[config.mk]
export PLATFORM = sky130hd
export DESIGN_NAME = mac_dot_seq
export DESIGN_NICKNAME = d
export VERILOG_FILES = /design/src/rtl/mac_dot_seq_pkg.sv /design/src/rtl/mac_dot_reduce.sv /design/src/rtl/mac_dot_seq.sv
export SDC_FILE = /design/constraint.sdc
export NUM_CORES = 1
export LEC_CHECK = 0
export ABC_AREA = 0
export CORE_MARGIN = 2
export CORE_UTILIZATION = 55
export CTS_CLUSTER_SIZE = 14
export DETAILED_ROUTE_END_ITERATION = 10
export GPL_TIMING_DRIVEN = 0
export PLACE_DENSITY = 0.87
export SLEW_MARGIN = 20
export SYNTH_ARGS = -nofsm -noshare
export SYNTH_HDL_FRONTEND = slang
export SYNTH_HIERARCHICAL = 1
export SYNTH_SLANG_ARGS = --single-unit
[constraint.sdc]
create_clock -name CLK -period 9.4 [get_ports CLK]
set_input_delay 0.94 -clock CLK [delete_from_list [all_inputs] [get_ports CLK]]
set_output_delay 0.94 -clock CLK [all_outputs]
set_load 0.01 [all_outputs]
[src/rtl/mac_dot_seq_pkg.sv]
// Shared constants, counter types and FSM encoding for the dot-product sequencer.
package mac_dot_seq_pkg;
  localparam int MAC_LAT = 4;
  localparam int LANES   = MAC_LAT + 1;
  localparam int LEN_W   = 16;
  localparam int A_W     = 25;
  localparam int B_W     = 18;
  localparam int P_W     = 48;
  localparam int SLOT_W  = $clog2(LANES + 1);

  typedef logic [SLOT_W-1:0] slot_t;
  typedef logic [LEN_W-1:0]  cnt_t;

  typedef enum logic [1:0] {
    ST_IDLE   = 2'd0,
    ST_RUN    = 2'd1,
    ST_REDUCE = 2'd2,
    ST_DONE   = 2'd3
  } state_t;
endpackage

[src/rtl/mac_dot_reduce.sv]
// Collects the LANES partial sums leaving the MAC after the last RUN slot and adds them into RES.
module mac_dot_reduce
  import mac_dot_seq_pkg::*;
(
  input  logic           clk,
  input  logic           rst,
  input  logic           start,
  input  logic [P_W-1:0] mac_p,
  output logic [P_W-1:0] res,
  output logic           done
);
  slot_t          cnt;
  logic [P_W-1:0] sum;

  // done is high during the cycle before the final sample edge, so the
  // caller can switch state on the same edge that loads res.
  assign done = (cnt == slot_t'(1));

  always_ff @(posedge clk or posedge rst) begin
    if (rst) begin
      cnt <= '0;
      sum <= '0;
      res <= '0;
    end else if (start) begin
      cnt <= slot_t'(LANES);
      sum <= '0;
    end else if (cnt != '0) begin
      sum <= sum + mac_p;
      cnt <= cnt - slot_t'(1);
      if (done) res <= sum + mac_p;
    end
  end
endmodule

[src/rtl/mac_dot_seq.sv]
// Dot-product sequencer: interleaves LANES partial sums through a 4-stage MAC, then reduces them.
// Build option DOTSEQ_PREADD_EN adds the IN_D pre-add operand (result = sum (a+d)*b).
module mac_dot_seq
  import mac_dot_seq_pkg::*;
(
  input  logic             CLK,
  input  logic             RST,
  input  logic             START,
  input  logic [LEN_W-1:0] LEN,
  output logic             BUSY,
  input  logic             IN_VALID,
  output logic             IN_READY,
  input  logic [A_W-1:0]   IN_A,
  input  logic [B_W-1:0]   IN_B,
`ifdef DOTSEQ_PREADD_EN
  input  logic [A_W-1:0]   IN_D,
`endif
  output logic             RES_VALID,
  input  logic             RES_READY,
  output logic [P_W-1:0]   RES,
  output logic [A_W-1:0]   MAC_A,
  output logic [B_W-1:0]   MAC_B,
  output logic [P_W-1:0]   MAC_C,
  output logic [A_W-1:0]   MAC_D,
  output logic             MAC_SCLR,
  input  logic [P_W-1:0]   MAC_P,
  output logic [1:0]       DBG_STATE
);
  // Handshakes: a transfer happens on a rising CLK edge where valid and ready
  // are both high; RES_VALID/RES stay put until that edge.
  state_t state;
  slot_t  slot;
  cnt_t   len_q;
  cnt_t   accepted;
  logic   accept;
  logic   last_slot;
  logic   red_done;

  assign BUSY      = (state != ST_IDLE);
  assign IN_READY  = (state == ST_RUN) && (accepted < len_q);
  assign accept    = IN_VALID && IN_READY;
  assign last_slot = (state == ST_RUN) &&
                     ((accepted + cnt_t'(accept)) == len_q) &&
                     (slot >= slot_t'(LANES - 1));
  assign DBG_STATE = state;

  always_ff @(posedge CLK or posedge RST) begin
    if (RST) begin
      state     <= ST_IDLE;
      slot      <= '0;
      len_q     <= '0;
      accepted  <= '0;
      MAC_A     <= '0;
      MAC_B     <= '0;
      MAC_C     <= '0;
      RES_VALID <= 1'b0;
      MAC_SCLR  <= 1'b1;
    end else begin
      MAC_SCLR <= 1'b0;
      MAC_A    <= '0;
      MAC_B    <= '0;
      MAC_C    <= '0;
      case (state)
        ST_IDLE: begin
          if (START) begin
            len_q    <= LEN;
            slot     <= '0;
            accepted <= '0;
            state    <= ST_RUN;
          end
        end
        ST_RUN: begin
          if (accept) begin
            MAC_A    <= IN_A;
            MAC_B    <= IN_B;
            accepted <= accepted + cnt_t'(1);
          end
          // First LANES slots seed each lane from zero; afterwards P returns
          // to C exactly when the same lane comes round again.
          MAC_C <= (slot < slot_t'(LANES)) ? '0 : MAC_P;
          if (slot < slot_t'(LANES)) slot <= slot + slot_t'(1);
          if (last_slot) state <= ST_REDUCE;
        end
        ST_REDUCE: begin
          if (red_done) begin
            RES_VALID <= 1'b1;
            state     <= ST_DONE;
          end
        end
        ST_DONE: begin
          if (RES_READY) begin
            RES_VALID <= 1'b0;
            state     <= ST_IDLE;
          end
        end
        default: state <= ST_IDLE;
      endcase
    end
  end

`ifdef DOTSEQ_PREADD_EN
  logic [A_W-1:0] mac_d_q;
  always_ff @(posedge CLK or posedge RST) begin
    if (RST) mac_d_q <= '0;
    else     mac_d_q <= accept ? IN_D : '0;
  end
  assign MAC_D = mac_d_q;
`else
  assign MAC_D = '0;
`endif

  mac_dot_reduce u_reduce (
    .clk   (CLK),
    .rst   (RST),
    .start (last_slot),
    .mac_p (MAC_P),
    .res   (RES),
    .done  (red_done)
  );
endmodule

**Yosys cells after proc, flatten, opt, wreduce, memory -nomap -nowiden**

Index checks and enable logic that the tools add are counted.
Widths: inputs -> output; s select.

- Equality and inequality tests: 11
- Bitwise operators: 1
- Reductions and logical operators: 16
- Mux-type cells: 24
- Magnitude comparators: 3
- Add/subtract/negate cells: 5

Operators with widths:

| cell | number |
|---|---|
| $mux 48 | 4 |
| $mux 25 | 2 |
| $add 48x48->48 | 1 |
| $mux 18 | 2 |
| $mux 16 | 2 |
| $pmux 16 s2 | 1 |
| $add 16x1->16 | 1 |
| $add 16x1->16 const B | 1 |
| $eq 16x16->1 | 1 |
| $lt 16x16->1 | 1 |
| $mux 3 | 4 |
| $reduce_and 3->1 | 4 |
| $ne 2x2->1 const B | 5 |
| $mux 2 | 4 |
| $pmux 2 s4 | 1 |
| $reduce_bool 2->1 | 4 |
| $pmux 3 s2 | 1 |
| $eq 2x2->1 const B | 2 |
| $logic_and 1x1->1 | 4 |
| $reduce_and 4->1 | 1 |
| $add 3x1->3 const B | 1 |
| $eq 3x1->1 const B | 1 |
| $ge 3x3->1 const B | 1 |
| $lt 3x3->1 const B | 1 |
| 9 further kinds | 10 |

- Flip-flop bits (word level): 229
- Output and inout port bits: 170
- Bits of input ports: 112

**Logic depth before layout (Yosys ltp)**

- Depth after elaboration: 9
- Gate-level depth with buffers: 25
- Gate-level depth less buffers: 21

**Cells and area by module**

The synthesis kept the hierarchy.

Modules (own cells, without submodules):

| module | seq. area each (um^2) | area each (um^2) | instances | cells each |
|---|---|---|---|---|
| mac_dot_reduce | 2477.4 | 6403.6 | 1 | 724 |
| mac_dot_seq | 3254.4 | 5859.4 | 1 | 524 |

**Worst setup path after synthesis**

No wires, ideal clock.

- Path type: reg2reg
- Start point: register accepted[1]
- End point: register u_reduce.res[1]
- Path buffers: 5
- Slack: 4640 ps
- Arrival: 4627 ps
- Clock period less this slack: 4760 ps
- Data required time: 9268 ps
- Stages on the path, launching flop included: 22
- Library setup time: 132 ps
- Cells stage by stage: dfrtp_1 -> ha_1 -> a2111oi_0 -> a211o_1 -> a311oi_1 -> nor2_1 -> buf_2 -> buf_2 -> ha_1 -> ha_1 -> xor2_1 -> or3_1 -> a311o_1 -> a2111oi_0 -> nand4_1 -> inv_1 -> nor2b_1 -> clkbuf_1 -> nand2_1 -> clkbuf_1 -> clkbuf_1 -> o21ai_0

- Longest elaborated chain between the ends: 9

Ends and longest elaborated chain:

| item | RTL line | text |
|---|---|---|
| start: declaration | mac_dot_seq.sv:34 | `cnt_t accepted;` |
| start signal: assignment | mac_dot_seq.sv:76 | `accepted <= accepted + cnt_t'(1);` |
| $lt 16x16->1 | mac_dot_seq.sv:40 | `assign IN_READY = (state == ST_RUN) && (accepted < len_q);` |
| $logic_and 1x1->1 | mac_dot_seq.sv:40 |  |
| $logic_and 1x1->1 | mac_dot_seq.sv:41 | `assign accept = IN_VALID && IN_READY;` |
| $add 16x1->16 * | mac_dot_seq.sv:43 | `((accepted + cnt_t'(accept)) == len_q) &&` |
| $eq 16x16->1 * | mac_dot_seq.sv:43 |  |
| $logic_and 1x1->1 * | mac_dot_seq.sv:42 | `assign last_slot = (state == ST_RUN) &&` |
| $logic_and 1x1->1 * | mac_dot_seq.sv:43 |  |
| net last_slot | mac_dot_seq.sv:36 | `logic last_slot;` |
| $not 1->1 (no line) * | - |  |
| $reduce_and 3->1 (no line) * | - |  |
| end signal: assignment | mac_dot_reduce.sv:30 | `if (done) res <= sum + mac_p;` |
| end: declaration | mac_dot_reduce.sv:9 | `output logic [P_W-1:0] res,` |

Mark *: on every way through the listed nets, which the timed path passes. The rest lies on a longest branch.
A chain may end at the register's enable or synchronous reset.

**Final worst setup path**

Ends and elaborated chain as after synthesis.

==> metrics.txt <==
Pwr Density 265 mW/mm^2; Final Instance Area 0.0163 sq mm; clk_skew 0.0252 ns; RSZ-0062 raised after global routing false; Chip Width 153 um; setup ws final 2.83 ns; Final Hold Fails 0; Setup Viol. Count Final 0; Die Y 153 um; Slowest-stage cell, CP clkbuf_1; library cells used by synthesis 72; DP Area 0.0153 sq mm; Final Power 0.00431 W; final-report max-slew violation count 0; Clk Latency, worst-skew pair 0.53 ns; GRT Util Overall 29.4%; commonest register cell after synthesis dfrtp_1; register area share after synthesis 46.7%; worst-path fanout max 10; First-pass DRT Iterations 6; Bufs and invs on worst path 6; Yosys top cell by area dfrtp_1; top cells by area, synth dfrtp_1, ha_1, and2_1; gpl congestion 0.957; Post-Syn Area 0.0123 sq mm; Setup TNS Final 0 ns; DRC 0; Max-Cap Viols 0; post-layout minimum cycle time 6.57 ns; Setup Buffers After CTS 0; Syn Inst Count 1248; Congestion Overflow GR 0; final WL 35.1 mm; filler instances 1471; IO Pins 282; Hold WC Path Type flip-flop to flip-flop; # rows 54; Rel. slew slack 42.8%; clk buf depth 3; DIE AREA 0.0235 sq mm; core box area 0.0218 sq mm; Req. time, crit path 9.77 ns; VDD IR-drop max 0.000195 V; share of cells above drive strength 1 8.37%; area share of the largest cell type after synthesis 46.5%; max incr delay on CP 0.62 ns; P&R area growth vs syn 32.8%; worst slack at placement 2.94 ns; dpl cells 1811; H-tree depth 1; Seq cells post-synth 229; clock sinks 229; TritonCTS clock tree yes; crit path cell chain ha_1, a2111oi_0, a211o_1, a311oi_1, nor2_1, buf_2, buf_2, ha_1, ha_1, xor2_1, or3_1, a311o_1, a2111oi_0, nand4_1, inv_1, nor2b_1, clkbuf_1, nand2_1, clkbuf_1, clkbuf_1, o21ai_0; largest net degree at the start of global routing 75; vias in the first global route 11000; outcome completed; Root Buffer clkbuf_16; Post-CTS Resized 0; Fmax 0.152 GHz; Post-synth ARST share 100%; initial antenna violation count 1; Detail Route Antenna Nets 0; Mean Syn Cell Area 9.83 sq um; Worst EP arrival 6.94 ns; Vias 10700; first-pass GRT wire length 56.4 mm; leakage power 7.43 nW; Layout Nets 1745; Top delay family on crit path buffers and inverters; WL per Instance 18.9 um; Starting Density 56.2%; Worst setup EP type flip-flop; clock transition at the registers of the reported paths 0.06 ns; count leader, synth dfrtp_1; Startpoint Class flip-flop; PortBufs 256; vias per cell 5.75; Post-synth top cells dfrtp_1, nand2_1, and2_1, o21ai_0, ha_1; Final Cycle Share 69.9%; Worst-Margin Slew 0.854 ns; clock buffer count from CTS 25; Post-synth EDFFs 0; critical path class flip-flop to flip-flop; Final Non-Filler Cells 1858; hold_buf cts 0; YS warnings 6; post-DP HPWL 25.3 mm; DRT iter0 DRCs 708
-- path summary, 6_finish.rpt --
check                                            start                           end  slack [ns]  cells past startpoint
min                        u_reduce/res[7]$_DFFE_PP0P_   u_reduce/res[7]$_DFFE_PP0P_        0.48                      2
max reg2reg                    accepted[1]$_DFFE_PP0P_   u_reduce/res[1]$_DFFE_PP0P_        2.83                     21
max                            accepted[1]$_DFFE_PP0P_   u_reduce/res[1]$_DFFE_PP0P_        2.83                     21
min in group asynchronous                          RST  u_reduce/sum[40]$_DFFE_PP0P_        0.90                      2
max in group asynchronous                          RST      accepted[10]$_DFFE_PP0P_        7.69                      3
min reg2reg                u_reduce/res[7]$_DFFE_PP0P_   u_reduce/res[7]$_DFFE_PP0P_        0.48                      2
-- where the power goes --
group	total, W	switching [W]	leakage [nW]	internal [W]
clock network	0.00111	0.000405	0.459	0.000708
registers	0.00134	0.000132	2.83	0.00121
logic	0.00186	0.00105	4.15	0.000804
total	0.00431	0.00159	7.43	0.00272
-- kinds of logic after synthesis --
logic type,after synthesis,synth area share [%]
muxes,28,2.52
xor gates and xnor gates,64,4.57
and+or+nand+nor,411,16.8
AOI/OAI and AO/OA,316,16.8
other,1,0.0306
buffers and inverters,124,4.82
DFF,229,46.7
adders and majority gates,75,7.71
-- through the flow --
step	util (%)	hold slack, ns
final	74.6	0.483
after global routing	74.6	0.515
after CTS	74.6	0.487
after detailed placement	70.3	0.474
after global placement	70.0	0.461
after floorplan	-	0.450
-- worst min-delay path, delay by kind of cell, from the launching register on --
kind,cells,cell delay (ns)
AO/OA/AOI/OAI,1,0.06
AND/OR/NAND/NOR,1,0.05
flip-flops,1,0.34
-- flip-flops by register name (all words and copies together), names as in the netlist --
signal / cells
u_reduce/sum: 48
MAC_SCLR: 1
RES_VALID: 1
u_reduce/res: 48
MAC_B: 18
u_reduce/cnt: 3
DBG_STATE: 2
slot: 3
MAC_A: 25
accepted: 16
len_q: 16
MAC_C: 48
-- layer usage --
metal | global-route usage, % | vias up | part of all wire (%)
met5 | 0 | - | 0
met4 | 12.2 | 0 | 3.9
met3 | 5.08 | 96 | 7.2
met2 | 51.2 | 495 | 50
met1 | 36.3 | 5156 | 39
li1 | - | 4942 | -
-- area by class of cell --
cell class	instances	area, sq um	share of cell area (%)
plain buffers	81	429	2.64
diodes	1	2.50	0.0154
flip-flops and latches	229	5730	35.2
well taps	280	350	2.15
clock inverters	11	214	1.31
clock buffers	35	733	4.50
repair buffers	258	2620	16.1
multi-input cells	920	6030	37.1
inverters	43	174	1.07
-- cells in the final DEF, fill, tap and decap left out, drive strengths merged, types with 44 or more instances in the layout --
cell type      instances
a21oi                 73
and2                  98
clkbuf                79
clkdlybuf4s50        256
dfrtp                228
ha                    74
inv                   44
nand2                152
nor2                  50
o21ai                113
Note: power is estimated with default switching activity, not from simulation.
